[config.mk]
export PLATFORM = sky130hd
export DESIGN_NAME = rs_age_sel
export DESIGN_NICKNAME = d
export VERILOG_FILES = /design/src/rtl/rs_age_sel.sv
export SDC_FILE = /design/constraint.sdc
export NUM_CORES = 1
export LEC_CHECK = 0
export ABC_AREA = 0
export CAP_MARGIN = 20
export CORE_MARGIN = 2
export CORE_UTILIZATION = 45
export CTS_BUF_LIST = sky130_fd_sc_hd__clkbuf_16
export DETAILED_ROUTE_END_ITERATION = 12
export GPL_TIMING_DRIVEN = 0
export SYNTH_ARGS = -nofsm -noshare
export SYNTH_HDL_FRONTEND = slang
export SYNTH_SLANG_ARGS = --single-unit
export TNS_END_PERCENT = 100
[constraint.sdc]
create_clock -name clk -period 12.3 [get_ports clk]
set_input_delay 2.46 -clock clk [delete_from_list [all_inputs] [get_ports clk]]
set_output_delay 2.46 -clock clk [all_outputs]
set_load 0.01 [all_outputs]
[src/rtl/rs_age_sel.sv]
// rs_age_sel: out-of-order reservation station for one functional unit.
// Holds DEPTH ops and tracks operand readiness through NUM_WK wakeup ports.
// Each cycle it issues the oldest ready op, using a DEPTH x DEPTH age matrix.
// Optional feature macro: RS_SELECTIVE_FLUSH_EN. When it is defined, a flush
// kills only the entries at or younger than flush_rob, measured relative to
// rob_head. When it is undefined, a flush clears every entry.
module rs_age_sel #(
    parameter int DEPTH     = 8,
    parameter int NUM_WK    = 3,
    parameter int PREG_W    = 7,
    parameter int ROB_W     = 4,
    parameter int PAYLOAD_W = 39
) (
    input  logic                     clk,
    input  logic                     reset_n,
    input  logic                     valid_in,
    output logic                     ready_in,
    input  logic [PREG_W-1:0]        in_prd,
    input  logic [PREG_W-1:0]        in_pr1,
    input  logic [PREG_W-1:0]        in_pr2,
    input  logic                     in_rdy1,
    input  logic                     in_rdy2,
    input  logic [ROB_W-1:0]         in_rob,
    input  logic [PAYLOAD_W-1:0]     in_payload,
    input  logic                     fu_rdy,
    output logic                     valid_out,
    output logic [PREG_W-1:0]        out_prd,
    output logic [PREG_W-1:0]        out_pr1,
    output logic [PREG_W-1:0]        out_pr2,
    output logic [ROB_W-1:0]         out_rob,
    output logic [PAYLOAD_W-1:0]     out_payload,
    output logic                     nr_valid,
    output logic [PREG_W-1:0]        nr_reg,
    input  logic [NUM_WK-1:0]        wk_valid,
    input  logic [NUM_WK*PREG_W-1:0] wk_tag,
    input  logic                     flush,
    input  logic [ROB_W-1:0]         flush_rob,
    input  logic [ROB_W-1:0]         rob_head
);

    localparam int IDX_W = (DEPTH > 1) ? $clog2(DEPTH) : 1;

    // Per-entry storage.
    logic [DEPTH-1:0]     valid_q;
    logic [DEPTH-1:0]     rdy1_q;
    logic [DEPTH-1:0]     rdy2_q;
    logic [PREG_W-1:0]    prd_q     [DEPTH];
    logic [PREG_W-1:0]    pr1_q     [DEPTH];
    logic [PREG_W-1:0]    pr2_q     [DEPTH];
    logic [ROB_W-1:0]     rob_q     [DEPTH];
    logic [PAYLOAD_W-1:0] payload_q [DEPTH];
    // older_q[i][j] = 1 means entry i was dispatched before entry j.
    // Bits that belong to invalid entries are stale, and select ignores them.
    logic [DEPTH-1:0]     older_q   [DEPTH];

    logic [DEPTH-1:0] wk_m1;
    logic [DEPTH-1:0] wk_m2;
    logic             in_m1;
    logic             in_m2;
    logic [DEPTH-1:0] elig;
    logic [DEPTH-1:0] kill;
    logic [DEPTH-1:0] cand;
    logic [DEPTH-1:0] sel;
    logic [IDX_W-1:0] sel_idx;
    logic [IDX_W-1:0] free_idx;
    logic             free_found;
    logic             issue;
    logic             accept;

    // Match the wakeup tags against the dispatching op and the resident entries.
    always_comb begin
        in_m1 = 1'b0;
        in_m2 = 1'b0;
        wk_m1 = '0;
        wk_m2 = '0;
        for (int k = 0; k < NUM_WK; k++) begin
            if (wk_valid[k]) begin
                if (wk_tag[k*PREG_W +: PREG_W] == in_pr1) in_m1 = 1'b1;
                if (wk_tag[k*PREG_W +: PREG_W] == in_pr2) in_m2 = 1'b1;
                for (int i = 0; i < DEPTH; i++) begin
                    if (wk_tag[k*PREG_W +: PREG_W] == pr1_q[i]) wk_m1[i] = 1'b1;
                    if (wk_tag[k*PREG_W +: PREG_W] == pr2_q[i]) wk_m2[i] = 1'b1;
                end
            end
        end
    end

`ifdef RS_SELECTIVE_FLUSH_EN
    logic [ROB_W-1:0] flush_dist;
    logic [ROB_W-1:0] entry_dist;

    // Kill the entries that are at or younger than flush_rob, relative to the ROB head.
    always_comb begin
        kill       = '0;
        entry_dist = '0;
        flush_dist = flush_rob - rob_head;
        for (int i = 0; i < DEPTH; i++) begin
            entry_dist = rob_q[i] - rob_head;
            if (flush && (entry_dist >= flush_dist)) kill[i] = 1'b1;
        end
    end
`else
    logic unused_flush_info;
    assign unused_flush_info = ^{flush_rob, rob_head};

    // A full flush kills every entry.
    always_comb begin
        kill = {DEPTH{flush}};
    end
`endif

    // Eligibility includes same-cycle wakeups. Killed entries never compete for issue.
    always_comb begin
        elig = valid_q & (rdy1_q | wk_m1) & (rdy2_q | wk_m2);
        cand = elig & ~kill;
    end

    // Select the oldest candidate. Candidate i wins if no candidate j is older than i.
    always_comb begin
        sel     = cand;
        sel_idx = '0;
        for (int i = 0; i < DEPTH; i++) begin
            for (int j = 0; j < DEPTH; j++) begin
                if (cand[j] && older_q[j][i]) sel[i] = 1'b0;
            end
        end
        for (int i = 0; i < DEPTH; i++) begin
            if (sel[i]) sel_idx = IDX_W'(i);
        end
    end

    // Find the lowest-index free entry for dispatch.
    always_comb begin
        free_idx   = '0;
        free_found = 1'b0;
        for (int i = 0; i < DEPTH; i++) begin
            if (!valid_q[i] && !free_found) begin
                free_idx   = IDX_W'(i);
                free_found = 1'b1;
            end
        end
    end

    assign ready_in = ~&valid_q;
    assign accept   = valid_in & ready_in & ~flush;
    assign issue    = fu_rdy & (|cand);

    // Entry state, age matrix and registered outputs.
    always_ff @(posedge clk) begin
        if (!reset_n) begin
            valid_q     <= '0;
            rdy1_q      <= '0;
            rdy2_q      <= '0;
            for (int i = 0; i < DEPTH; i++) begin
                prd_q[i]     <= '0;
                pr1_q[i]     <= '0;
                pr2_q[i]     <= '0;
                rob_q[i]     <= '0;
                payload_q[i] <= '0;
                older_q[i]   <= '0;
            end
            valid_out   <= 1'b0;
            out_prd     <= '0;
            out_pr1     <= '0;
            out_pr2     <= '0;
            out_rob     <= '0;
            out_payload <= '0;
            nr_valid    <= 1'b0;
            nr_reg      <= '0;
        end else begin
            rdy1_q <= rdy1_q | wk_m1;
            rdy2_q <= rdy2_q | wk_m2;

            valid_out <= issue;
            if (issue) begin
                valid_q[sel_idx] <= 1'b0;
                out_prd          <= prd_q[sel_idx];
                out_pr1          <= pr1_q[sel_idx];
                out_pr2          <= pr2_q[sel_idx];
                out_rob          <= rob_q[sel_idx];
                out_payload      <= payload_q[sel_idx];
            end

            for (int i = 0; i < DEPTH; i++) begin
                if (kill[i]) valid_q[i] <= 1'b0;
            end

            nr_valid <= accept;
            if (accept) begin
                nr_reg              <= in_prd;
                valid_q[free_idx]   <= 1'b1;
                rdy1_q[free_idx]    <= in_rdy1 | in_m1;
                rdy2_q[free_idx]    <= in_rdy2 | in_m2;
                prd_q[free_idx]     <= in_prd;
                pr1_q[free_idx]     <= in_pr1;
                pr2_q[free_idx]     <= in_pr2;
                rob_q[free_idx]     <= in_rob;
                payload_q[free_idx] <= in_payload;
                older_q[free_idx]   <= '0;
                for (int j = 0; j < DEPTH; j++) begin
                    if (j != int'(free_idx)) older_q[j][free_idx] <= valid_q[j];
                end
            end
        end
    end

endmodule

==> impl_metrics.toml, run 1 <==
[synth]
yosys.area_share.adder = 0
synth_nets = 2974
synth_top_family_by_area = "simple AND/OR/NAND/NOR gates"
avgSynthCellArea_sq_um = 11.65
syn-instance-count = 2871
synthMuxAreaShare = 0.02124
seq_area_frac_synth = 0.5511
async_reset_ff_frac = 0
synth_compound_area_frac = 0.1001
yosys_warnings = 0
ys_seq_elements = 665
synth_ff_type = "edfxtp_1"
yosys.area_share.simple = 0.1892
synth.distinct_cells = 62
synthesis.area_sq_mm = 0.03346
synth_xor_area_frac = 0.09895
synth_enable_flop_cells = 512

[setup_path]
crit_fanout = 10
max_stage_delay_ns = 0.82
worst-path-buf-inv = 4
critPathSlowestCell = "nor4_2"
crit_required_ns = 12.78
path_common_cell = "buf_2"
critPathTopFamily = "buffers and inverters"
path_cells = "buf_2 -> clkbuf_1 -> nand4_1 -> nor2_1 -> nor4_2 -> nor3_2 -> a2111oi_0 -> and4_1 -> o211ai_1 -> a21oi_1 -> buf_2 -> buf_1 -> mux2i_1 -> a31oi_1"
crit_type = "input pin to register"
r2r_cells = 13
worst-path-stages = 14
end_kind = "register"
crit_arrival_ns = 7.97
cp-start-kind = "input pin"

[sta]
post-route-period-util = 0.6087
hold_viol_final = 0
fin_tns_setup_ns = 0
finalMaxSlewViolations = 0
relSlewSlack = 0.1493
fin_skew_ns = 0.02238
fmax_ghz = 0.1336
rsz0062_at_grt = "false"
tightestPinTransition_ns = 1.276
final-setup-viol-count = 0
fin_crit_ns = 7.487
hold_ws_ns = 0.4361

[pwr]
ir_drop_v = 0.0001147
power_uw = 5117
power.leakage_uw = 0.01390
p_per_area_mw_per_mm2 = 131.3

[clocking]
cts_tree = "yes"
clock_latency_ns = 0.63
cts.hold.buffers_added = 0
cts.path.max_buffers = 3
cts.sinks = 665
h-tree-depth = 3
clkTransAtPathRegs_ns = 0.06
ctsResizeCount = 0
cts-buffers-inserted = 73
root_buffer = "clkbuf_16"
cts_setup_buffers = 0

[placed_design]
place.port_buffers = 143
dpl.hpwl_um = 87540
gp_congestion = 0.9726

[global_routing]
grt_max_degree = 50
grt_pass1_wl_um = 180400
gr-total-overflow = 0
grt_pass1_vias = 25390
antenna_found_initial = 9
track_usage = 0.3246

[cells_and_area]
nFillCells = 6368
syn_to_final_growth_pct = 16.45
fin_nets = 3215
multi_input_area_sq_mm = 0.01375
regArea_sq_mm = 0.01844
regMostFlops = "payload_q"
largest_register_ffs = 312
drive_gt1_frac = 0.07098

[worst_hold_path]
hp-class = "register to register"
hold_path_depth = 2

[floorplan]
initial_core_util = 0.4563
core_sq_mm = 0.07333
dieArea_sq_mm = 0.07655
fp.dieW_um = 276.7
rows = 99
fp.dieH_um = 276.7
num_io_pins = 177

[route]
antenna_left = 0
vias_per_cell = 6.199
dr.pass1.iters = 6
routed_wl_um = 126600
vias = 25625
wl_per_cell_um = 30.62
post-route-drc-count = 0
drt_iter0_drc = 3102

[outcome]
status = "finished clean"

[run]
drv_cap = 0
==> stage by stage <==
step | utilization | setup slack, ns | instances | area (sq um)
floorplan | - | 4.138 | 2871 | 33460
finish | 0.5313 | 4.813 | 4134 | 38960
detailed placement | 0.4986 | 4.422 | 3994 | 36560
global route | 0.5312 | 4.906 | 4130 | 38950
global placement | 0.4921 | -1.923 | 3973 | 36090
CTS | 0.5308 | 5.072 | 4127 | 38920
==> cell families (layout without fill, tap and decap cells) <==
kind of cell | Yosys count | in the layout
muxes | 71 | 71
other | 0 | 5
xor gates and xnor gates | 378 | 378
and+or+nand+nor | 1054 | 1054
DFF | 665 | 665
AOI/OAI and AO/OA | 439 | 439
buffers and inverters | 264 | 563
==> metal layers <==
metal,vias to the layer above,GRT usage,share of wire
li1,10939,-,-
met1,12926,0.4286,0.40
met2,1459,0.5242,0.46
met3,297,0.04893,0.089
met4,4,0.1589,0.051
met5,-,0,0.00018
==> cells in the final DEF, fill, tap and decap left out, types with 7 or more instances in the layout <==
cell / netlist / final
clkbuf_1: 178 / 178
clkinv_1: 0 / 14
clkdlybuf4s50_1: 0 / 143
nor2_1: 114 / 114
nor3b_1: 130 / 128
xor2_1: 66 / 66
a31oi_1: 66 / 66
inv_4: 0 / 7
clkbuf_16: 0 / 76
bufinv_16: 0 / 8
and2_1: 519 / 519
a221oi_1: 64 / 64
edfxtp_1: 512 / 512
buf_6: 31 / 39
nor3_2: 4 / 7
mux2i_1: 71 / 71
buf_16: 0 / 11
a22o_1: 68 / 68
a22oi_1: 25 / 25
nand4_1: 106 / 106
a21oi_1: 30 / 30
xnor2_1: 312 / 312
dfxtp_1: 153 / 153
nor4_1: 26 / 25
nand2_1: 92 / 92
o22ai_1: 12 / 12
buf_4: 21 / 21
buf_2: 12 / 14
a221o_1: 64 / 64
o21ai_0: 71 / 70
inv_1: 16 / 31
clkinv_2: 0 / 10
==> where the power goes <==
part           leakage [uW]  switching, uW  internal, uW
Sequential          0.00643           58.2          2490
Clock               0.00124            921          1280
Combinational       0.00624            220           142
==> synth_stat cells (all sizes together), types with 12 or more instances <==
master | count | share of area
mux2i | 71 | 0.021
dfxtp | 153 | 0.092
a221o | 64 | 0.019
nor4 | 31 | 0.0067
a22o | 68 | 0.018
xnor2 | 312 | 0.082
and2 | 519 | 0.097
o21ai | 71 | 0.011
inv | 16 | 0.0018
nand2 | 92 | 0.010
xor2 | 66 | 0.017
nor3b | 130 | 0.029
clkbuf | 178 | 0.020
o22ai | 12 | 0.0022
a21oi | 30 | 0.0045
nand4 | 106 | 0.020
nor3 | 12 | 0.0024
a22oi | 26 | 0.0060
buf | 70 | 0.018
edfxtp | 512 | 0.46
a221oi | 64 | 0.017
nor2 | 114 | 0.013
a31oi | 66 | 0.012
==> final timing paths <==
check                                    from       endpoint  slack [ns]
worst max-delay path              wk_valid[2]     out_pr1[5]        4.81
worst min-delay path            older_q[7][7]  older_q[7][7]        0.44
worst max register to register    pr2_q[3][5]     out_pr1[5]        6.65
worst min register to register  older_q[7][7]  older_q[7][7]        0.44
==> cell type report <==
type | instances | area share
flip-flops and latches | 665 | 0.4732
clock inverters | 57 | 0.01175
clock buffers | 76 | 0.04881
well taps | 959 | 0.03080
repair buffers | 166 | 0.04785
multi-input cells | 1942 | 0.3530
plain buffers | 248 | 0.03227
diodes | 5 | 0.0003211
inverters | 16 | 0.001991
==> worst register-to-register path, cell delays in order (launching register included) <==
cell and delay [ns]:
edfxtp_1 0.55, xnor2_1 0.19, nand4_1 0.08, nor2_1 0.06, nor4_2 0.92, nor3_2 0.30
a2111oi_0 0.82, and4_1 0.35, o211ai_1 0.25, a21oi_1 0.26, buf_2 0.36, buf_1 0.74
mux2i_1 0.51, a31oi_1 0.14
Power figures use the tool's default switching activity.
==> inputs of run 2 (changes only) <==
==> constraint.sdc (replaced) <==
create_clock -name clk -period 7.55 [get_ports clk]
set_input_delay 1.51 -clock clk [delete_from_list [all_inputs] [get_ports clk]]
set_output_delay 1.51 -clock clk [all_outputs]
set_load 0.01 [all_outputs]
==> results of run 2 <==
The final DEF is identical to that of run 1. Status: finished clean.
Main changes from that run: setup slack after placement 4.422 ns -> 0.6225 ns; setup slack after layout 4.813 ns -> 1.013 ns; register-to-register setup slack 6.65 ns -> 1.90 ns; total power 5117 uW -> 8336 uW; worst IR drop on VDD 0.0001147 V -> 0.0001868 V
